<file path="src/rtl/adder_share_ctrl.sv">
// Time-shares one external combinational adder among four requesters: arbitrate, register operands,
// capture sum/carry one cycle later, pulse ack. Build option: ADDER_SHARE_FIXED_PRIO_EN (fixed priority).
module adder_share_ctrl #(
  parameter int n = 32
) (
  input  logic           clk,
  input  logic           rst_n,
  input  logic [3:0]     req,
  input  logic [4*n-1:0] req_a,
  input  logic [4*n-1:0] req_b,
  input  logic [3:0]     req_cin,
  output logic [n-1:0]   add_a,
  output logic [n-1:0]   add_b,
  output logic           add_cin,
  input  logic [n-1:0]   add_s,
  input  logic           add_cout,
  output logic [3:0]     ack,
  output logic [n-1:0]   res_s,
  output logic           res_cout,
  output logic [1:0]     gnt_id,
  output logic           busy,
  output logic [15:0]    op_count
);

  // state | meaning
  // IDLE  | waiting for a request; adder input registers hold
  // EXEC  | operands on the adder, sum settling for one full cycle
  // RESP  | result captured, ack strobed to the owner
  typedef enum logic [1:0] {IDLE, EXEC, RESP} state_t;

  state_t     state;
  logic [1:0] win;

`ifdef ADDER_SHARE_FIXED_PRIO_EN
  always_comb begin
    win = 2'd0;
    for (int i = 3; i >= 0; i--) begin
      if (req[i]) win = 2'(i);
    end
  end
`else
  logic [1:0] last;
  logic [1:0] idx;
  logic       found;

  // Search starts just after the previous winner; the 2-bit add wraps mod 4.
  always_comb begin
    win   = last;
    idx   = last;
    found = 1'b0;
    for (int k = 1; k <= 4; k++) begin
      idx = last + 2'(k);
      if (!found && req[idx]) begin
        win   = idx;
        found = 1'b1;
      end
    end
  end

  always_ff @(posedge clk or negedge rst_n) begin
    if (!rst_n) begin
      last <= 2'd3;
    end else if (state == IDLE && req != 4'b0000) begin
      last <= win;
    end
  end
`endif

  always_ff @(posedge clk or negedge rst_n) begin
    if (!rst_n) begin
      state    <= IDLE;
      add_a    <= '0;
      add_b    <= '0;
      add_cin  <= 1'b0;
      res_s    <= '0;
      res_cout <= 1'b0;
      ack      <= 4'b0000;
      gnt_id   <= 2'd0;
      busy     <= 1'b0;
      op_count <= 16'd0;
    end else begin
      case (state)
        IDLE: begin
          if (req != 4'b0000) begin
            add_a   <= req_a[int'(win)*n +: n];
            add_b   <= req_b[int'(win)*n +: n];
            add_cin <= req_cin[win];
            gnt_id  <= win;
            busy    <= 1'b1;
            state   <= EXEC;
          end
        end
        EXEC: begin
          res_s    <= add_s;
          res_cout <= add_cout;
          ack      <= 4'b0001 << gnt_id;
          state    <= RESP;
        end
        RESP: begin
          ack      <= 4'b0000;
          busy     <= 1'b0;
          op_count <= op_count + 16'd1;
          state    <= IDLE;
        end
        default: begin
          ack   <= 4'b0000;
          busy  <= 1'b0;
          state <= IDLE;
        end
      endcase
    end
  end

endmodule

</file>
<file path="config.mk">
export PLATFORM = sky130hd
export DESIGN_NAME = adder_share_ctrl
export DESIGN_NICKNAME = d
export VERILOG_FILES = /design/src/rtl/adder_share_ctrl.sv
export SDC_FILE = /design/constraint.sdc
export NUM_CORES = 1
export LEC_CHECK = 0
export ABC_AREA = 1
export CORE_AREA = 4 4 159 161
export DETAILED_ROUTE_END_ITERATION = 10
export DIE_AREA = 0 0 163 165
export GPL_ROUTABILITY_DRIVEN = 0
export GPL_TIMING_DRIVEN = 0
export MAX_ROUTING_LAYER = met4
export PLACE_DENSITY = 0.69
export SLEW_MARGIN = 0
export SYNTH_ARGS = -nofsm -noshare
export SYNTH_HDL_FRONTEND = slang
export SYNTH_SLANG_ARGS = --single-unit
</file>
<file path="constraint.sdc">
create_clock -name clk -period 2.6 [get_ports clk]
set_input_delay 0.52 -clock clk [delete_from_list [all_inputs] [get_ports clk]]
set_output_delay 0.52 -clock clk [all_outputs]
set_load 0.05 [all_outputs]
</file>
==> results of run 1 <==
cell usage in the layout, fill, tap and decap left out, drive strengths merged, types with 2 or more instances in the layout:
cell,count
clkinv,2
xnor2,5
buf,62
xor2,9
clkbuf,42
a21oi,2
a32o,4
nand4,2
dfrtp,123
clkinvlp,2
inv,94
nor3,4
nand3b,65
bufinv,2
dfstp,2
nor2,8
nand3,275
nand2,474
o21ai,5
clkdlybuf4s50,418
report_power, final:
part	total (W)	switching (W)	internal, W
combinational	0.0157	0.0105	0.00511
clock	0.00250	0.00104	0.00145
sequential	0.00348	0.000555	0.00293
total	0.0216	0.0121	0.00949
final timing paths:
kind	slack (ns)	depth (start not counted)	endpoint
max	0.23	14	add_a[8]
min	-0.004	1	add_b[15]
max reg2reg	0.23	14	add_a[8]
min reg2reg	0.47	2	res_s[19]
max in group asynchronous	1.80	2	res_s[28]
min in group clk	0.47	2	res_s[19]
state kept, by name (all words and copies together) (netlist names):
register and flops:
gnt_id 2, op_count 16, add_b 32, ack 4, add_cin 1, busy 1
res_cout 1, state 2, res_s 32, add_a 32, last 2
critical path: stages, from the launching register on:
cell and delay, ns:
dfstp_2 0.54, buf_4 0.16, nand2_1 0.06, nand2_1 0.12, nand2_2 0.09, nand2_2 0.09, inv_2 0.06, nand3_1 0.09
nand3_1 0.09, nand2_1 0.14, buf_4 0.26, buf_2 0.25, nand3_1 0.14, nand3_1 0.10, nand2_1 0.05
cell families after synthesis:
group / Yosys count
fa+ha+maj: 1
simple gates: 830
flops: 125
xor+xnor: 14
mux: 1
compound gates: 12
buf+inv: 170
metrics by stage:
step	cell area [um^2]	hold WS [ns]	utilization, %	setup TNS [ns]	total power [W]
2_1_floorplan	7890	0.224	-	0	0.0139
3_3_place_gp	12500	0.453	52.1	-538.58	0.0190
3_5_place_dp	12500	0.453	52.2	-8.76	0.0192
4_1_cts	13100	0.00443	54.7	0	0.0217
5_1_grt	13100	0.0102	54.8	0	0.0234
6_report	13100	-0.00407	54.8	0	0.0216
per-layer routing:
layer	track usage [%]	vias to the layer above
li1	-	4580
met1	29.6	4384
met2	44.1	426
met3	6.34	52
met4	7.21	0
met5	-	-
timing repair:
action,in CTS,in global routing
hold buffers,0,0
setup endpoints to repair,0,3
buffers inserted,0,0
hold endpoints to repair,0,0
resized for setup,0,4
final cells by class:
type                       count  area, um^2  area share [%]
buffer                        85         463            3.53
clock buffer                  17         425            3.24
clock inverter                15         175            1.33
inverter                      85         319            2.43
multi-input combinational    858        3990            30.4
sequential                   125        3130            23.8
tap                          324         405            3.09
timing repair buffer         420        4220            32.2
==> reports/results.ini, run 1 <==
[global_routing]
grt_util_all_layers_pct=25.5
antenna_found_initial=0
grt_pass1_wl_um=51500
grt_pass1_vias=9198
grt_start_max_net_pins=92
gr-total-overflow=0

[synth]
synth_top_area_cell=dfrtp_1
avgSynthCellArea_um2=6.84
synth_edf_count=0
synthCells=1153
synth_seq_cells=125
synthDistinctLibCells=28
synth-adder-area-share_pct=0.159
syn-num-nets=1453
synth_compound_area_share_pct=1.05
synthesis.area_mm2=0.00789
synth-simple-area-share_pct=47.5
synthXorXnorAreaFrac_pct=1.55
synth_area_leaders=dfrtp_1, nand2_1, nand3_1
muxShareOfSynthArea_pct=0.143
synth_flop_cell=dfrtp_1
synth_top_family_by_area=simple AND/OR/NAND/NOR gates
async_reset_ff_share_pct=100
netlist_top_cells_count=nand2_1, nand3_1, dfrtp_1, inv_1, nand3b_1
post-synth-top-area-fraction_pct=39.0
yosysMostFrequentCell=nand2_1
ys_warn_count=0
yosysSeqAreaShare_pct=39.7

[floorplanning]
dieHeight_um=165
die_width_um=163
core.rowCount=57
initial_core_util_pct=32.9
core_area_mm2=0.0240
dieArea_mm2=0.0269
io_pins=420

[sta]
fin_ws_ns=0.225
tightestPinTransition_ns=0.599
period_share_pct=91.3
fmax_ghz=0.421
relSlewSlack_pct=59.9
fin_crit_ns=2.37
fin_hold_ws_ns=-0.00407
hold_viol_final=2
slew_viol_final=0
finClkSkew_ns=0.0137
setup_viol=0
rsz0062_at_grt=no

[setup_path]
crit_path_start=last[0]
worst_setup_path_end_kind=flip-flop
cp-start-kind=flip-flop
reg2reg_from=last[0]
worstPathRequired_ns=2.90
crit_type=flip-flop to flip-flop
critPathMaxFanout=10
critPathArrivalTime_ns=2.68

[clock_tree]
cts.sinks=125
clock_path_buffers=2
cts-root-buf=clkbuf_16
cts_buffers=17
clkTransAtPathRegs_ns=0.07
tritoncts=done
clk_latency_ns=0.42
cts.htree.levels=4

[layout]
final_cells=1929
fillCellCount=2342
n_antenna_cell=0
drive_gt1_share_pct=6.92
nets=1892
syn_to_final_growth_pct=66.4

[detailed_routing]
wirelength_um=34900
drc_errors=0
wl_met1_um=13600
drt_first_pass_iters=6
drtIter0Drc=700
wl_met3_um=2990
antenna_left=0
viasPerCell=4.89
vias=9442
wl_per_cell_um=18.1
routed-wl-met2_um=17500
highest_layer=met4

[place]
place_ws_ns=-0.285
dp_hpwl_um=27200
dp_cells=1897
portBuffers=419

[run_status]
violations=hold timing
outcome=complete, but fails checks

[power_and_ir_drop]
powerDensity_mw_per_mm2=1650
peakVddDrop_mv=0.710
leakage_nw=6.37

[hold_path]
hold_path.class=input port to async pin

[run]
drv_cap=0

Note: power is estimated with default switching activity, not from simulation.
==> run 2: changes to the inputs <==
- CAP_MARGIN: not set -> 20
- CORE_AREA: 4 4 159 161 -> 4 4 162 164
- CTS_BUF_LIST: not set -> sky130_fd_sc_hd__clkbuf_4 sky130_fd_sc_hd__clkbuf_8
- DIE_AREA: 0 0 163 165 -> 0 0 166 168
- PLACE_DENSITY: 0.69 -> 0.67
==> run 2 against run 1 <==
Effect of this change:
- the flow now finishes without violations
- sequential share of layout area rose by 0.27 points
- total power fell by 2.7%
- critical path type unchanged
- global-route usage fell by 1.4 points
- utilization fell by 2.6 points
==> reports/results.ini, run 2 (synthesis results as in run 1) <==
[setup_path]
crit_family=simple AND/OR/NAND/NOR gates
cp-start-kind=flip-flop
critPathMaxFanout=10
critical-path-slowest-cell=dfstp_2
critPathMaxStageDelay_ns=0.54
path_buf_inv=4
worst_setup_path_end_kind=flip-flop
critPathArrivalTime_ns=2.68
critical_path.cell_chain=buf_4 > nand2_1 > nand2_1 > nand2_2 > nand2_2 > inv_2 > nand3_1 > nand3_1 > nand2_1 > buf_4 > buf_2 > nand3_1 > nand3_1 > nand2_1
worstPathRequired_ns=2.92
crit_type=flip-flop to flip-flop

[sta]
fin_crit_ns=2.36
relSlewSlack_pct=57.1
slew_viol_final=0
tns_ns=0
finClkSkew_ns=0.0261
setup_viol=0
rsz0062_at_grt=no
fin_hold_ws_ns=0.475
hold_viol_final=0
period_share_pct=90.8
tightestPinTransition_ns=0.642
fmax_ghz=0.424

[clock_tree]
cts_setup_buffers=0
cts.sinks=125
tritoncts=done
cts-root-buf=clkbuf_8
clk_latency_ns=0.45
clock_path_buffers=2
cts.htree.levels=4
clkTransAtPathRegs_ns=0.09
cts_buffers=17

[detailed_routing]
wl_per_cell_um=17.6
vias=9412
drt_first_pass_iters=5
drtIter0Drc=594
antenna_left=0
wirelength_um=34100
viasPerCell=4.86
drc_errors=0

[hold_path]
hold_path.class=flip-flop to flip-flop

[layout]
final_cell_mix=nand2_1, clkdlybuf4s50_1, nand3_1
drive_gt1_share_pct=6.91
nets=1893
final_common_cell=nand2_1
post-route-util_pct=52.2
reg_top3=add_a x32, add_b x32, res_s x32
final_cells=1936
stdcell_area_mm2=0.0130
syn_to_final_growth_pct=64.6
n_antenna_cell=0

[floorplanning]
dieHeight_um=168
dieArea_mm2=0.0279
initial_core_util_pct=31.7
core_area_mm2=0.0249
core.rowCount=58
die_width_um=166
io_pins=420

[place]
dpl_cell_area_mm2=0.0125
dp_hpwl_um=26800
portBuffers=419
dp_cells=1903

[power_and_ir_drop]
peakVddDrop_mv=0.827
powerDensity_mw_per_mm2=1620
leakage_nw=6.31

[global_routing]
grt_start_max_net_pins=83
grt_pass1_vias=9209
gr-total-overflow=0
antenna_found_initial=0
grt_util_all_layers_pct=24.0
grt_pass1_wl_um=51500

[run]
drv_cap=0

[run_status]
outcome=complete, no violations

## run 2: cell count changes in the layout (fill, tap and decap cells not counted), sizes merged
cell,previous run,this run
bufinv,2,3
clkbuf,42,43
clkinvlp,2,1
dlygate4sd3,0,1
inv,94,93
## run 2: power breakdown
part | internal (W) | switching (W)
Clock | 0.00101 | 0.000941
Combinational | 0.00511 | 0.0105
Sequential | 0.00292 | 0.000564
## run 2: worst paths after layout
kind	to	from	cells after the start	slack, ns
max in group asynchronous	add_a[9]	rst_n	3	1.25
max reg2reg	add_a[10]	last[0]	14	0.24
min in group asynchronous	add_b[11]	rst_n	2	0.57
min reg2reg	op_count[15]	op_count[15]	1	0.47
max	add_a[10]	last[0]	14	0.24
min	op_count[15]	op_count[15]	1	0.47
## run 2: what timing repair did
item	CTS	global route
hold buffers	1	0
hold endpoints to repair	10	0
gates resized for setup	2	0
endpoints found under the setup margin	5	0
## run 2: layout make-up
class                   count  area [um^2]
plain buffers              85          463
clock buffers              18          248
clock inverters            14          193
fillers                  2430        11900
inverters                  85          319
multi-input cells         858         3980
flip-flops and latches    125         3130
well taps                 330          413
repair buffers            421         4230
## run 2: layer usage
metal	vias up	track usage, %	share of wire (%)
met5	-	-	0
met4	0	7.03	2.5
met3	42	5.87	8.1
met2	431	40.8	49
met1	4364	28.5	40
li1	4575	-	-
## run 2: metrics by stage
stage,total power [W],setup slack [ns]
4_1_cts,0.0212,0.213
5_1_grt,0.0227,0.0513
2_1_floorplan,0.0139,0.629
3_3_place_gp,0.0190,-4.28
3_5_place_dp,0.0192,-0.490
6_report,0.0210,0.239
